## src/rtl/mult_score_pkg.sv

```systemverilog
// Shared types and width helpers for the multiplier candidate scorer.
package mult_score_pkg;

    localparam int unsigned N_DEFAULT = 2;

    typedef enum logic [1:0] {
        IDLE  = 2'd0,
        SWEEP = 2'd1,
        DONE  = 2'd2
    } state_e;

    // Error counter must hold 2^(2n), i.e. one more bit than the index
    function automatic int unsigned err_w(input int unsigned n);
        return 2 * n + 1;
    endfunction

    // Hamming sum must hold 2n * 2^(2n)
    function automatic int unsigned biterr_w(input int unsigned n);
        return 2 * n + $clog2(2 * n) + 1;
    endfunction

    function automatic int unsigned popcnt_w(input int unsigned w);
        return $clog2(w + 1);
    endfunction

endpackage

```

## src/rtl/mult_candidate_scorer_if.sv

```systemverilog
// Control, candidate operand/product and result signals of the scorer.
interface mult_candidate_scorer_if #(
    parameter int unsigned N = mult_score_pkg::N_DEFAULT
);
    import mult_score_pkg::*;

    localparam int unsigned PW  = 2 * N;
    localparam int unsigned ECW = err_w(N);
    localparam int unsigned BEW = biterr_w(N);

    logic           start;
    logic [N-1:0]   a_o;
    logic [N-1:0]   b_o;
    logic [PW-1:0]  p_i;
    logic           busy;
    logic           done;
    logic           pass;
    logic [ECW-1:0] err_count;
    logic [BEW-1:0] bit_err_sum;
    logic           first_fail_valid;
    logic [N-1:0]   first_fail_a;
    logic [N-1:0]   first_fail_b;

    modport master (
        output start, p_i,
        input  a_o, b_o, busy, done, pass, err_count, bit_err_sum,
               first_fail_valid, first_fail_a, first_fail_b
    );

    modport slave (
        input  start, p_i,
        output a_o, b_o, busy, done, pass, err_count, bit_err_sum,
               first_fail_valid, first_fail_a, first_fail_b
    );

endinterface

```

## src/rtl/popcount_xor.sv

```systemverilog
// Combinational popcount of (a ^ b).
module popcount_xor
    import mult_score_pkg::*;
#(
    parameter int unsigned W = 4
) (
    input  logic [W-1:0]              a,
    input  logic [W-1:0]              b,
    output logic [popcnt_w(W)-1:0]    count
);

    localparam int unsigned CW = popcnt_w(W);

    logic [W-1:0] diff;

    assign diff = a ^ b;

    always_comb begin
        count = '0;
        for (int i = 0; i < int'(W); i++) begin
            count = count + CW'(diff[i]);
        end
    end

endmodule

```

## src/rtl/mult_candidate_scorer.sv

```systemverilog
// Exhaustive scorer for a combinational NxN multiplier candidate.
// Optional Hamming accumulator built when MULT_SCORER_BITERR_EN is defined.
module mult_candidate_scorer
    import mult_score_pkg::*;
#(
    parameter int unsigned N = N_DEFAULT
) (
    input  logic                   clk,
    input  logic                   rst_n,
    mult_candidate_scorer_if.slave bus
);

    localparam int unsigned PW  = 2 * N;
    localparam int unsigned ECW = err_w(N);
`ifdef MULT_SCORER_BITERR_EN
    localparam int unsigned BEW = biterr_w(N);
    localparam int unsigned CW  = popcnt_w(PW);
`endif

    state_e         state, state_n;
    logic [PW-1:0]  idx, idx_n;
    logic           busy_q, busy_n;
    logic           done_q, done_n;
    logic           pass_q, pass_n;
    logic [ECW-1:0] err_q, err_n;
    logic           ffv_q, ffv_n;
    logic [N-1:0]   ffa_q, ffa_n;
    logic [N-1:0]   ffb_q, ffb_n;
`ifdef MULT_SCORER_BITERR_EN
    logic [BEW-1:0] bes_q, bes_n;
    logic [CW-1:0]  pc;
`endif

    logic [PW-1:0]  a_ext;
    logic [PW-1:0]  b_ext;
    logic [PW-1:0]  exp_p;
    logic           mismatch;
    logic           last_vec;

    // Reference product at full 2N width; operands come straight from idx
    assign a_ext    = PW'(idx[PW-1:N]);
    assign b_ext    = PW'(idx[N-1:0]);
    assign exp_p    = a_ext * b_ext;
    assign mismatch = (bus.p_i != exp_p);
    assign last_vec = (idx == {PW{1'b1}});

`ifdef MULT_SCORER_BITERR_EN
    popcount_xor #(
        .W (PW)
    ) u_popcount_xor (
        .a     (bus.p_i),
        .b     (exp_p),
        .count (pc)
    );
`endif

    always_ff @(posedge clk) begin
        if (!rst_n) begin
            state  <= IDLE;
            idx    <= '0;
            busy_q <= 1'b0;
            done_q <= 1'b0;
            pass_q <= 1'b0;
            err_q  <= '0;
            ffv_q  <= 1'b0;
            ffa_q  <= '0;
            ffb_q  <= '0;
`ifdef MULT_SCORER_BITERR_EN
            bes_q  <= '0;
`endif
        end else begin
            state  <= state_n;
            idx    <= idx_n;
            busy_q <= busy_n;
            done_q <= done_n;
            pass_q <= pass_n;
            err_q  <= err_n;
            ffv_q  <= ffv_n;
            ffa_q  <= ffa_n;
            ffb_q  <= ffb_n;
`ifdef MULT_SCORER_BITERR_EN
            bes_q  <= bes_n;
`endif
        end
    end

    always_comb begin
        state_n = state;
        idx_n   = idx;
        busy_n  = busy_q;
        done_n  = 1'b0;
        pass_n  = pass_q;
        err_n   = err_q;
        ffv_n   = ffv_q;
        ffa_n   = ffa_q;
        ffb_n   = ffb_q;
`ifdef MULT_SCORER_BITERR_EN
        bes_n   = bes_q;
`endif

        case (state)
            IDLE, DONE: begin
                if (bus.start) begin
                    state_n = SWEEP;
                    idx_n   = '0;
                    busy_n  = 1'b1;
                    pass_n  = 1'b0;
                    err_n   = '0;
                    ffv_n   = 1'b0;
                    ffa_n   = '0;
                    ffb_n   = '0;
`ifdef MULT_SCORER_BITERR_EN
                    bes_n   = '0;
`endif
                end
            end

            SWEEP: begin
                if (mismatch) begin
                    err_n = err_q + ECW'(1);
`ifdef MULT_SCORER_BITERR_EN
                    bes_n = bes_q + BEW'(pc);
`endif
                    if (!ffv_q) begin
                        ffv_n = 1'b1;
                        ffa_n = idx[PW-1:N];
                        ffb_n = idx[N-1:0];
                    end
                end
                // Last vector is scored this cycle; operands hold on it afterwards
                if (last_vec) begin
                    state_n = DONE;
                    busy_n  = 1'b0;
                    done_n  = 1'b1;
                    pass_n  = (err_n == '0);
                end else begin
                    idx_n = idx + PW'(1);
                end
            end

            default: begin
                state_n = IDLE;
                busy_n  = 1'b0;
            end
        endcase
    end

    assign bus.a_o              = idx[PW-1:N];
    assign bus.b_o              = idx[N-1:0];
    assign bus.busy             = busy_q;
    assign bus.done             = done_q;
    assign bus.pass             = pass_q;
    assign bus.err_count        = err_q;
    assign bus.first_fail_valid = ffv_q;
    assign bus.first_fail_a     = ffa_q;
    assign bus.first_fail_b     = ffb_q;
`ifdef MULT_SCORER_BITERR_EN
    assign bus.bit_err_sum      = bes_q;
`else
    assign bus.bit_err_sum      = '0;
`endif

endmodule
```

## src/flat_wrapper.sv

```systemverilog
// flat-port wrapper written by rule: the top's interface ports become plain ports
module mult_candidate_scorer_flat import mult_score_pkg::*;
#(
    parameter int unsigned N = N_DEFAULT
)
  (clk, rst_n, bus_start, bus_p_i, bus_a_o, bus_b_o, bus_busy, bus_done, bus_pass, bus_err_count, bus_bit_err_sum, bus_first_fail_valid, bus_first_fail_a, bus_first_fail_b);
  mult_candidate_scorer_if #(.N(N)) bus_i ();
  input  logic clk;
  input  logic rst_n;
  input wire logic [$bits(bus_i.start)-1:0] bus_start;
  input wire logic [$bits(bus_i.p_i)-1:0] bus_p_i;
  output wire logic [$bits(bus_i.a_o)-1:0] bus_a_o;
  output wire logic [$bits(bus_i.b_o)-1:0] bus_b_o;
  output wire logic [$bits(bus_i.busy)-1:0] bus_busy;
  output wire logic [$bits(bus_i.done)-1:0] bus_done;
  output wire logic [$bits(bus_i.pass)-1:0] bus_pass;
  output wire logic [$bits(bus_i.err_count)-1:0] bus_err_count;
  output wire logic [$bits(bus_i.bit_err_sum)-1:0] bus_bit_err_sum;
  output wire logic [$bits(bus_i.first_fail_valid)-1:0] bus_first_fail_valid;
  output wire logic [$bits(bus_i.first_fail_a)-1:0] bus_first_fail_a;
  output wire logic [$bits(bus_i.first_fail_b)-1:0] bus_first_fail_b;
  assign bus_i.start = bus_start;
  assign bus_i.p_i = bus_p_i;
  assign bus_a_o = bus_i.a_o;
  assign bus_b_o = bus_i.b_o;
  assign bus_busy = bus_i.busy;
  assign bus_done = bus_i.done;
  assign bus_pass = bus_i.pass;
  assign bus_err_count = bus_i.err_count;
  assign bus_bit_err_sum = bus_i.bit_err_sum;
  assign bus_first_fail_valid = bus_i.first_fail_valid;
  assign bus_first_fail_a = bus_i.first_fail_a;
  assign bus_first_fail_b = bus_i.first_fail_b;
  mult_candidate_scorer #(.N(N)) u_core (.clk(clk), .rst_n(rst_n), .bus(bus_i));
endmodule
```

## config.mk

```make
export PLATFORM = sky130hd
export DESIGN_NAME = mult_candidate_scorer_flat
export DESIGN_NICKNAME = d
export VERILOG_FILES = /design/src/rtl/mult_score_pkg.sv /design/src/rtl/mult_candidate_scorer_if.sv /design/src/rtl/popcount_xor.sv /design/src/rtl/mult_candidate_scorer.sv /design/src/flat_wrapper.sv
export SDC_FILE = /design/constraint.sdc
export NUM_CORES = 1
export LEC_CHECK = 0
export CELL_PAD_IN_SITES_DETAIL_PLACEMENT = 0
export CELL_PAD_IN_SITES_GLOBAL_PLACEMENT = 1
export CORE_AREA = 2 2 63 65
export CTS_CLUSTER_SIZE = 30
export DETAILED_ROUTE_END_ITERATION = 8
export DIE_AREA = 0 0 65 67
export GPL_TIMING_DRIVEN = 1
export HOLD_SLACK_MARGIN = 0.12
export PLACE_DENSITY_LB_ADDON = 0.25
export SLEW_MARGIN = 10
export SYNTH_ARGS = -nofsm -noshare
export SYNTH_HDL_FRONTEND = slang
export SYNTH_SLANG_ARGS = --single-unit
```

## constraint.sdc

```tcl
create_clock -name clk -period 1.9 [get_ports clk]
set_input_delay 0.38 -clock clk [delete_from_list [all_inputs] [get_ports clk]]
set_output_delay 0.38 -clock clk [all_outputs]
set_load 0.01 [all_outputs]
```

==> results by group <==
Global routing
  • Grt ovf: 0
  • First-pass GRT wire length: between 4000 and 5000 µm
  • Largest net degree at the start of global routing: 13
  • Tot GR Track Use: 12.12%
  • Number of global-route vias before repair: 882
  • Initial antenna violation count: 0

Pwr
  • Clk pwr share: between 30% and 40%
  • Peak supply drop: 315.0 µV
  • Internal cell power: between 0.6 and 0.7 mW
  • Leakage: 0.5755 nW
  • Seq pwr share: about half
  • Switching power share of the total: 26.79%
  • Power per cell area: 560.9 nW/µm²
  • NetSw: approximately 0.23 mW
  • Logic pwr share: between 10% and 20%
  • Final Power: between 0.8 and 0.9 mW

Clock tree
  • CTS Buf Count: 3
  • TritonCTS clock tree: done
  • Clk_lat worst skew: ~0.25 ns
  • Clock H-tree levels: 1
  • CTS clock-pin slew for the worst setup and hold paths: around 0.07 ns
  • # hold bufs at CTS: 0
  • Clock sinks: 19
  • Clk buf depth: 2
  • Clock Tree Root: clkbuf_8

Run status
  • Status: finished, final reports clean

Place
  • Placer Congestion: slightly below 0.8
  • Detailed placement HPWL: approximately 1800 µm
  • Placed cell areas: around 1400 µm²
  • Cells after DPL: around 200
  • Setup WS pre-CTS: -0.06534 ns
  • Port Buffers: 23

Worst hold path
  • WHS Path Cells: 2
  • HP Class: flip-flop to flip-flop
  • Hold_sp: u_core.bus.first_fail_a[1]
  • Hold endpoint: u_core.bus.first_fail_a[1]

Logic synthesis
  • Sequential fraction of the synthesis area: between 30% and 40%
  • Syn Inst Count: approximately 130
  • Netlist Area Pre-Place: ~1100 µm²
  • Leading area contributor after synthesis: dfxtp_1
  • Dominant synthesized flop cell: dfxtp_1
  • YS warnings: 0
  • Largest cells by area after synthesis: dfxtp_1 35%, nand2_1 5.5%, nand3_1 5.0%
  • Async set or reset register ratio after synthesis: 0%
  • Yosys reg bits: 19
  • Mean post-synth cell area: 8.543 µm²
  • Netlist cell types: a little over 40
  • EDFF count, synth: 0
  • Post-synth top area share: a little over a third

STA
  • Crit path setup slack, layout: ~0.048 ns
  • Period minus WS final: 1.852 ns
  • Fmax: between 500 and 600 MHz
  • Max-slew violation count: 0
  • Crit share post-route: just under 100%
  • Setup Viol. Count Final: 0
  • Clk_skew: ~0.0029 ns
  • RSZ-0062 raised after global routing: true
  • Hold slack final: ~0.46 ns
  • Final hold violation count: 0

Worst setup path
  • RR Endpoint: u_core.bus.first_fail_b[1]
  • Flop2flop setup slack: around 0.048 ns
  • Crit. End Element: flip-flop
  • Worst Path Max Fanout: 6
  • Crit path kind: flip-flop to flip-flop
  • Slowest-stage cell, CP: dfxtp_2
  • Critical path data arrival time: about 2.0 ns
  • Worst r2r src: u_core.idx[3]
  • Data required, critical path: slightly above 2 ns
  • Crit-path cells: and2_4, ha_4, ha_4, xor2_4, nor3_4, buf_6, a21oi_4, nand2b_4, mux2i_1
  • Worst stage delay on the critical path: approximately 0.34 ns
  • Most used cell, CP: ha_4
  • Crit path launch type: flip-flop
  • R2R cell count: 9

Finish
  • Final non-filler cell area: around 1500 µm²
  • Fill cells: 364
  • Multi-input gate area: 715.7 µm²
  • Area delta synth->final: 39.24%
  • Final non-filler cell total: about 210
  • Register area: between 300 and 400 µm²
  • Antenna diode count: 0
  • Proportion of layout cells with a drive suffix above 1: a little under a quarter
  • # nets final: 170

Detailed routing
  • TritonRoute pass-1 iters: 4
  • Vias per cell: roughly 4.6
  • 1st-iter DRT viols: 29
  • Final Routed Wirelength: approximately 2600 µm
  • Vias: around 950
  • Post-route ant nets: 0
  • Routed WL per cell: between 10 and 15 µm
  • Residual DRC: 0

Die
  • Top-Level Pins: 31
  • Initial Util: between 30% and 40%
  • Die Height: roughly 67 µm
  • Core Area: about 3600 µm²
  • Die area: ~4400 µm²
  • # rows: 22
  • Die Wd: approximately 65 µm

Job
  • Max cap viols: 0
what timing repair did:
item                                    CTS  global route
pin swaps                                 4             9
endpoints found under the setup margin    8             9
resized for setup                         4            11
setup buffers                             2             1
cell usage after synthesis (2+ instances only):
master and count:
nor4_1 2, a32o_1 2, and2_1 3, ha_1 4
buf_6 3, dfxtp_1 19, nor3_1 3, o21ai_0 3
nand3_1 11, nor2b_1 2, nor2_1 8, nand2b_1 2
nand2_1 16, mux2i_1 4, nand4_1 2, buf_4 7
buf_2 2, a21oi_1 9, xor2_1 4
cells in the final DEF (no fill, tap or decap), types with 2 or more instances in the layout:
cell type | netlist | layout
nor2b_1 | 2 | 2
clkdlybuf4s50_1 | 0 | 23
ha_1 | 4 | 2
nand3_1 | 11 | 11
a21oi_2 | 0 | 4
and2_4 | 0 | 3
buf_4 | 7 | 9
a21oi_1 | 9 | 5
dfxtp_1 | 19 | 15
clkbuf_8 | 0 | 3
conb_1 | 1 | 7
xor2_1 | 4 | 3
o21ai_1 | 0 | 2
nand2b_4 | 1 | 3
a32o_1 | 2 | 2
nand2_1 | 16 | 16
ha_4 | 0 | 2
mux2i_1 | 4 | 4
nor3_1 | 3 | 3
nor2_1 | 8 | 8
dfxtp_2 | 0 | 3
nand4_1 | 2 | 2
nor4_1 | 2 | 2
critical path, delay by kind of cell, from the launching register on:
kind | cells | cell delay (ns)
adder cells (fa/ha/maj) | 2 | 0.44
flip-flops | 1 | 0.34
AND/OR/NAND/NOR | 3 | 0.30
AO/OA/AOI/OAI | 1 | 0.22
XOR/XNOR | 1 | 0.17
buffers and inverters | 1 | 0.14
multiplexers | 1 | 0.12
registers in the layout, indices dropped and copies added, names as in the netlist:
register	count
u_core.bus.err_count	5
u_core.idx	4
u_core.bus.first_fail_a	2
u_core.bus.first_fail_b	2
u_core.state	2
u_core.bus.busy	1
u_core.bus.done	1
u_core.bus.first_fail_valid	1
u_core.bus.pass	1
worst max-delay path by stage:
stage	end	slack [ns]	startpoint
after floorplan	u_core.bus.first_fail_a[0]	0.006	u_core.idx[2]
after global placement	u_core.bus.err_count[4]	-0.08	u_core.idx[2]
after detailed placement	u_core.bus.first_fail_b[1]	-0.07	u_core.idx[2]
after CTS	u_core.bus.err_count[1]	0.02	u_core.idx[1]
after global routing	u_core.bus.first_fail_b[1]	-0.03	u_core.idx[3]
final	u_core.bus.first_fail_b[1]	0.05	u_core.idx[3]
per-layer routing:
metal / global-route usage (%) / routed length, µm
met5: 0 / 0
met3: 4.054 / 88
met2: 19.33 / 1231
met4: 3.191 / 14
met1: 15.60 / 1232
cell families (layout without fill, tap and decap cells):
| logic type | count (synthesis) | count (layout) | synth area share [%] |
|---|---|---|---|
| AO/OA/AOI/OAI | 22 | 22 | 13.50 |
| XOR/XNOR | 5 | 5 | 4.691 |
| adder cells (fa/ha/maj) | 4 | 4 | 4.577 |
| buffers and inverters | 14 | 38 | 9.496 |
| flip-flops | 19 | 19 | 34.78 |
| multiplexers | 4 | 4 | 3.661 |
| other | 1 | 7 | 0.3429 |
| AND/OR/NAND/NOR | 59 | 59 | 28.95 |
metrics by stage:
stage | TNS (ns) | util, %
after floorplan | 0 | -
after global placement | -0.3061 | 38.93
after detailed placement | -0.3862 | 38.93
after CTS | 0 | 40.67
after global routing | -0.1203 | 42.23
final | 0 | 42.23
cell type report:
type,count,area share (%)
clock inverter,1,0.3287
inverter,1,0.2465
clock buffer,3,2.712
tap,48,3.944
multi-input combinational,101,47.00
sequential,19,25.47
timing repair buffer,33,20.30
power groups by stage:
stage,clock network (mW),registers (mW),logic (mW)
global placement,0,0.428,0.144
finish,0.278,0.419,0.157
floorplan,0,0.433,0.0993
global route,0.316,0.421,0.171
CTS,0.294,0.419,0.147
detailed placement,0,0.428,0.144
Note: power is estimated with default switching activity, not from simulation.
